## config.mk

```make
export PLATFORM = sky130hd
export DESIGN_NAME = instr_mem_loader
export DESIGN_NICKNAME = d
export VERILOG_FILES = /design/src/rtl/instr_mem_loader.sv
export SDC_FILE = /design/constraint.sdc
export NUM_CORES = 1
export LEC_CHECK = 0
export ABC_AREA = 1
export ABC_CLOCK_PERIOD_IN_PS = 2200
export CAP_MARGIN = 20
export CORE_UTILIZATION = 50
export CTS_BUF_LIST = sky130_fd_sc_hd__clkbuf_8
export CTS_CLUSTER_SIZE = 12
export DETAILED_ROUTE_END_ITERATION = 7
export PLACE_DENSITY_LB_ADDON = 0.12
export SETUP_SLACK_MARGIN = 0.05
export SYNTH_ARGS = -nofsm -noshare
export SYNTH_HDL_FRONTEND = slang
export SYNTH_SLANG_ARGS = --single-unit
```

## constraint.sdc

```tcl
create_clock -name clk -period 2.2 [get_ports clk]
set_input_delay 0.33 -clock clk [delete_from_list [all_inputs] [get_ports clk]]
set_output_delay 0.33 -clock clk [all_outputs]
set_load 0.05 [all_outputs]
```

## src/rtl/instr_mem_loader.sv

```systemverilog
// instr_mem_loader
//   Boot-time writer for the instruction memory. Takes a byte stream (valid/ready):
//   a 16-bit little-endian word count followed by the image bytes. Bytes are packed
//   little-endian into 32-bit words, and each word is written at sequential word
//   addresses starting at BASE_ADDR. The core is held in reset until the load completes.
//
//   Optional feature: define INSTR_LOADER_CSUM_EN to expect one trailing checksum byte.
//   This byte must equal the XOR of all data bytes. A mismatch sets err and keeps
//   cpu_hold asserted.
//
// Parameters
//   ADDR_WIDTH  word-address width (memory depth = 2**ADDR_WIDTH words)
//   BASE_ADDR   first word address written
// Ports
//   clk        system clock, rising edge
//   Reset_n    asynchronous active-low reset
//   start      one-cycle pulse, starts a load (honoured only when idle or done)
//   in_data    stream byte
//   in_valid   in_data valid
//   in_ready   loader can take a byte (transfer on in_valid & in_ready)
//   mem_we     instruction memory write strobe (one cycle per word)
//   mem_addr   word address of the write
//   mem_wdata  word to write
//   cpu_hold   1 = keep the core in reset
//   done       load complete (held until next start)
//   err        overflow / checksum error (held until next start)
module instr_mem_loader #(
  parameter int unsigned           ADDR_WIDTH = 8,
  parameter logic [ADDR_WIDTH-1:0] BASE_ADDR  = '0
) (
  input  logic                  clk,
  input  logic                  Reset_n,
  input  logic                  start,
  input  logic [7:0]            in_data,
  input  logic                  in_valid,
  output logic                  in_ready,
  output logic                  mem_we,
  output logic [ADDR_WIDTH-1:0] mem_addr,
  output logic [31:0]           mem_wdata,
  output logic                  cpu_hold,
  output logic                  done,
  output logic                  err
);

  typedef enum logic [2:0] {
    StIdle,
    StLen0,
    StLen1,
    StData,
    StCsum,
    StDone
  } state_e;

  localparam logic [ADDR_WIDTH-1:0] AddrMax = '1;

  state_e                  state_q, state_d;
  logic [15:0]             count_q, count_d;
  logic [1:0]              byte_idx_q, byte_idx_d;
  logic [23:0]             word_q, word_d;
  logic                    mem_we_q, mem_we_d;
  logic [ADDR_WIDTH-1:0]   addr_q, addr_d;
  logic [31:0]             wdata_q, wdata_d;
  logic                    full_q, full_d;
  logic                    err_q, err_d;
  logic                    done_q, done_d;
  logic                    hold_q, hold_d;
`ifdef INSTR_LOADER_CSUM_EN
  logic [7:0]              csum_q, csum_d;
`endif

  logic accept;
  logic load_end;

  // Ready is a pure function of registered state so the source can sample it safely.
  always_comb begin
    in_ready = 1'b0;
    case (state_q)
      StLen0, StLen1: in_ready = 1'b1;
      // Stays high through the write cycle; drops once every word has been taken.
      StData:         in_ready = (count_q != 16'd0);
`ifdef INSTR_LOADER_CSUM_EN
      StCsum:         in_ready = 1'b1;
`endif
      default:        in_ready = 1'b0;
    endcase
  end

  assign accept = in_valid & in_ready;

  always_comb begin
    state_d    = state_q;
    count_d    = count_q;
    byte_idx_d = byte_idx_q;
    word_d     = word_q;
    mem_we_d   = 1'b0;
    addr_d     = addr_q;
    wdata_d    = wdata_q;
    full_d     = full_q;
    err_d      = err_q;
    done_d     = done_q;
    hold_d     = hold_q;
    load_end   = 1'b0;
`ifdef INSTR_LOADER_CSUM_EN
    csum_d     = csum_q;
`endif

    // Address advances the cycle after a write; the top word marks the memory full
    // instead of wrapping, so later words get dropped.
    if (mem_we_q) begin
      if (addr_q == AddrMax) begin
        full_d = 1'b1;
      end else begin
        addr_d = addr_q + ADDR_WIDTH'(1);
      end
    end

    case (state_q)
      StIdle, StDone: begin
        if (start) begin
          state_d    = StLen0;
          count_d    = 16'd0;
          byte_idx_d = 2'd0;
          addr_d     = BASE_ADDR;
          full_d     = 1'b0;
          err_d      = 1'b0;
          done_d     = 1'b0;
          hold_d     = 1'b1;
`ifdef INSTR_LOADER_CSUM_EN
          csum_d     = 8'd0;
`endif
        end
      end

      StLen0: begin
        if (accept) begin
          count_d[7:0] = in_data;
          state_d      = StLen1;
        end
      end

      StLen1: begin
        if (accept) begin
          count_d[15:8] = in_data;
          if ({in_data, count_q[7:0]} == 16'd0) begin
            load_end = 1'b1;
          end else begin
            state_d = StData;
          end
        end
      end

      StData: begin
        if (count_q == 16'd0) begin
          // Last word's write strobe (or drop) is happening this cycle.
          load_end = 1'b1;
        end else if (accept) begin
`ifdef INSTR_LOADER_CSUM_EN
          csum_d = csum_q ^ in_data;
`endif
          byte_idx_d = byte_idx_q + 2'd1;
          case (byte_idx_q)
            2'd0:    word_d[7:0]   = in_data;
            2'd1:    word_d[15:8]  = in_data;
            2'd2:    word_d[23:16] = in_data;
            default: begin
              count_d = count_q - 16'd1;
              if (full_q) begin
                err_d = 1'b1;
              end else begin
                mem_we_d = 1'b1;
                wdata_d  = {in_data, word_q};
              end
            end
          endcase
        end
      end

`ifdef INSTR_LOADER_CSUM_EN
      StCsum: begin
        if (accept) begin
          state_d = StDone;
          done_d  = 1'b1;
          if (in_data != csum_q) begin
            err_d  = 1'b1;
            hold_d = 1'b1;
          end else begin
            hold_d = err_q;
          end
        end
      end
`endif

      default: state_d = StIdle;
    endcase

    if (load_end) begin
`ifdef INSTR_LOADER_CSUM_EN
      state_d = StCsum;
`else
      state_d = StDone;
      done_d  = 1'b1;
      hold_d  = 1'b0;
`endif
    end
  end

  always_ff @(posedge clk or negedge Reset_n) begin
    if (!Reset_n) begin
      state_q    <= StIdle;
      count_q    <= 16'd0;
      byte_idx_q <= 2'd0;
      word_q     <= 24'd0;
      mem_we_q   <= 1'b0;
      addr_q     <= BASE_ADDR;
      wdata_q    <= 32'd0;
      full_q     <= 1'b0;
      err_q      <= 1'b0;
      done_q     <= 1'b0;
      hold_q     <= 1'b1;
`ifdef INSTR_LOADER_CSUM_EN
      csum_q     <= 8'd0;
`endif
    end else begin
      state_q    <= state_d;
      count_q    <= count_d;
      byte_idx_q <= byte_idx_d;
      word_q     <= word_d;
      mem_we_q   <= mem_we_d;
      addr_q     <= addr_d;
      wdata_q    <= wdata_d;
      full_q     <= full_d;
      err_q      <= err_d;
      done_q     <= done_d;
      hold_q     <= hold_d;
`ifdef INSTR_LOADER_CSUM_EN
      csum_q     <= csum_d;
`endif
    end
  end

  assign mem_we    = mem_we_q;
  assign mem_addr  = addr_q;
  assign mem_wdata = wdata_q;
  assign cpu_hold  = hold_q;
  assign done      = done_q;
  assign err       = err_q;

endmodule

```

==> results of run 1 <==
-- synthesized netlist by cell type (3+ instances only) --
library cell and count:
dfrtp_1 89, o22ai_1 4, o21ai_0 48, nand3_1 47, nand2_4 5, nor2_1 48, ha_1 7, nand4_1 18
nand2_1 215, nor3_1 3, buf_4 4, inv_2 3, buf_2 8, o21bai_1 3, a21oi_1 14, inv_1 40
buf_6 5
-- where the power goes --
part           switching [mW]  internal [mW]
sequential              0.208           1.89
combinational            1.83          0.881
clock                   0.642          0.454
total                    2.68           3.23
-- layer usage --
metal	part of all wire, %	routed length [um]	GRT usage, %
met1	46	5100	34.2
met5	0	0	0
met2	47	5230	40.2
met3	4.6	511	3.09
met4	2.7	296	11.2
-- layout make-up --
cell class                      count  share of cell area (%)
Clock buffer                       10                    2.49
Clock inverter                      6                   0.882
Inverter                           43                    2.92
Multi-Input combinational cell    430                    36.9
Sequential cell                    90                    40.8
Tap cell                          108                    2.44
Timing Repair Buffer               77                    13.6
-- sequential cells by signal, summed over array words and instances, names as in the netlist --
signal,cells
mem_wdata,32
word_q,24
count_q,16
mem_addr,8
state_q,3
byte_idx_q,2
cpu_hold,1
done,1
err,1
full_q,1
mem_we,1
-- worst max-delay path, cell delays in order (launching register included) --
cell and delay, ns:
dfrtp_1 0.41, inv_1 0.10, ha_1 0.16, nand2_1 0.09
nor2_4 0.15, nand2_2 0.11, nand2_4 0.11, nand2_4 0.09
buf_12 0.16
-- kinds of logic after synthesis --
family | after synthesis | synth area share (%)
AND/OR/NAND/NOR | 346 | 32.8
AO/OA/AOI/OAI | 74 | 8.84
adder cells (fa/ha/maj) | 7 | 1.92
flip-flops | 90 | 49.3
buffers and inverters | 63 | 6.57
XOR/XNOR | 3 | 0.575
-- metrics by stage --
stage,worst slack (ns),instance area (sq um),std cells
finish,0.137,5530,764
global route,0.0191,5530,764
CTS,0.0738,5500,762
detailed placement,0.253,5300,745
global placement,0.313,5300,745
floorplan,0.469,4570,583
-- what timing repair did --
item                                    CTS  global route
pin swaps                                 0             1
buffers inserted                          0             2
resized for setup                         1             7
endpoints found under the setup margin    1            11
hold buffers                              1             0
hold endpoints to repair                 30             0
-- worst max path at each step --
| stage | from | end | slack (ns) | cells past startpoint |
|---|---|---|---|---|
| global route | count_q[4] | in_ready | 0.02 | 7 |
| finish | count_q[0] | in_ready | 0.14 | 8 |
| floorplan | count_q[0] | word_q[4] | 0.47 | 12 |
| detailed placement | state_q[1] | count_q[5] | 0.25 | 8 |
| global placement | in_valid | count_q[7] | 0.31 | 6 |
| CTS | state_q[2] | in_ready | 0.07 | 6 |
-- placed cells by master, fill, tap and decap left out, types with 7 or more instances in the layout --
| cell type | Yosys | final |
|---|---|---|
| nand2_1 | 215 | 214 |
| dfrtp_1 | 89 | 87 |
| clkdlybuf4s50_1 | 0 | 54 |
| o21ai_0 | 48 | 48 |
| nand3_1 | 47 | 46 |
| nor2_1 | 48 | 45 |
| inv_1 | 40 | 40 |
| buf_4 | 4 | 19 |
| nand4_1 | 18 | 18 |
| a21oi_1 | 14 | 14 |
| clkbuf_8 | 0 | 10 |
| ha_1 | 7 | 7 |
==> results.rst, run 1 <==
.. list-table::
   :header-rows: 1

   * - Metric
     - Value
   * - Min-Delay Path Class
     - primary input to async pin
   * - Register area
     - about 0.0023 sq mm
   * - DRC errors left
     - 10
   * - Reg-to-reg slack, setup
     - 0.26 ns
   * - Total power per unit cell area
     - 1070 mW/mm^2
   * - Worst hold-check slack
     - 0.461 ns
   * - Worst-case vdd ir drop
     - 0.572 mV
   * - Buffer cell driving the clock tree root
     - clkbuf_8
   * - Period utilisation layout
     - 93.8%
   * - Count of pins over their slew limit
     - 0
   * - Tot Pwr
     - about 6 mW
   * - Height of the die
     - just under 100 um
   * - Antenna-violating nets left
     - 0
   * - Logic depth of the worst register-to-register path
     - 10
   * - Highest net fanout along the worst path
     - 5
   * - Tmin final
     - 2.06 ns
   * - Startpoint of the worst-slack reg-to-reg timing path
     - state_q[2]
   * - Die ar.
     - 0.00953 sq mm
   * - Post-synth net total
     - 602
   * - Number of antenna violations at the first check in global routing
     - 0
   * - Synthesized netlist cell count
     - 583
   * - Number of flops mapped to enable cells by yosys
     - 0
   * - Horizontal die dimension
     - 97.6 um
   * - Initial DRC count
     - 214
   * - Area inside the core boundary
     - roughly 0.009 sq mm
   * - Number of antenna diodes
     - 0
   * - Largest clock skew in the final design
     - 0.00840 ns
   * - Relative slew slack
     - 65.5%
   * - Most used flip-flop cell after synthesis
     - dfrtp_1
   * - Signal arrival time at the worst endpoint
     - between 1.5 and 2 ns
   * - IO Count
     - 57
   * - Type of element launching the critical path
     - register
   * - Fraction of registers with async set or reset after synthesis
     - between 90% and 100%
   * - Run status
     - finished with violations
   * - Worst Setup Path Type
     - register to output port
   * - FMAX
     - 485 MHz
   * - Post-synthesis sequential area ratio
     - 49.3%
   * - Weighted congestion reported at the end of routability-driven placement
     - 0.918
   * - Average instance area after synthesis
     - 7.84 sq um
   * - Post-DP HPWL
     - 7.95 mm
   * - Finished Core Util
     - 62.8%
   * - Tot GR Track Use
     - 25.1%
   * - Failing checks
     - DRC
   * - Final #Nets
     - 670
   * - CTS buffer count
     - 9
   * - Effective utilization at floorplan
     - between 50% and 60%
   * - Required time of the critical path
     - 1.87 ns
   * - Synth Register Bits
     - 90
   * - Pin count of the biggest net entering global routing
     - ~40
   * - Via count
     - 4,088
   * - Port Buffers
     - 56
   * - Share of cells above drive strength 1
     - 9.60%
   * - Proportion of netlist area held by the largest area contributor
     - 48.7%
   * - Drt wl/cell
     - 14.6 um
   * - Count of filler cells inserted in the layout
     - 809
   * - Post-synthesis cell type with the largest combined area
     - dfrtp_1
   * - Count of max-cap constraint violations
     - 0
   * - Via-to-Cell Ratio
     - 5.35
   * - Worst-skew pair later-pin latency
     - roughly 0.36 ns
   * - Sink Count
     - 90
   * - Clock input transition at the sequential cells of the worst setup and hold paths
     - 0.10 ns
   * - Synth Cell Area
     - between 0.004 and 0.005 sq mm
   * - Tightest Pin Transition
     - 0.516 ns
   * - First-pass GRT wire length
     - 19.0 mm
   * - Drt total wl
     - 11.1 mm
   * - Cell Rows
     - 34
   * - TritonCTS clock tree
     - yes
   * - Endpoint of the worst register-to-register path
     - count_q[10]
   * - Vias in the first global route
     - around 4,000
   * - Area grow syn2layout
     - 21.0%
   * - Leakage Power
     - approximately 2.9 nW
   * - Unrepaired setup endpoints after global routing
     - yes
   * - # setup viols final
     - 0
   * - Total number of yosys warnings
     - 0
   * - H-tree depth reported by CTS
     - 3
   * - Final total negative setup slack
     - 0 ns
   * - Residual overflow from global routing
     - 0
   * - Kind of end point of the critical path
     - output port
   * - Number of hold violations in the final report
     - 0
   * - Number of unique standard cell types used by synthesis
     - 33
   * - Maximum clock insertion buffer count
     - 2
   * - Cell types occupying the most area after synthesis
     - dfrtp_1, nand2_1, o21ai_0
   * - Area taken by multi-input logic gates
     - 0.00204 sq mm
   * - Drt pass-1 iters
     - 7
Power figures use the tool's default switching activity.
==> run 2, diff against run 1 <==
--- a/config.mk
+++ b/config.mk
@@ -14,6 +14,7 @@
 export DETAILED_ROUTE_END_ITERATION = 7
 export PLACE_DENSITY_LB_ADDON = 0.12
 export SETUP_SLACK_MARGIN = 0.05
+export SLEW_MARGIN = 10
 export SYNTH_ARGS = -nofsm -noshare
 export SYNTH_HDL_FRONTEND = slang
 export SYNTH_SLANG_ARGS = --single-unit
==> results of run 2 <==
No change in the layout: final DEF, timing and power equal those of run 1.
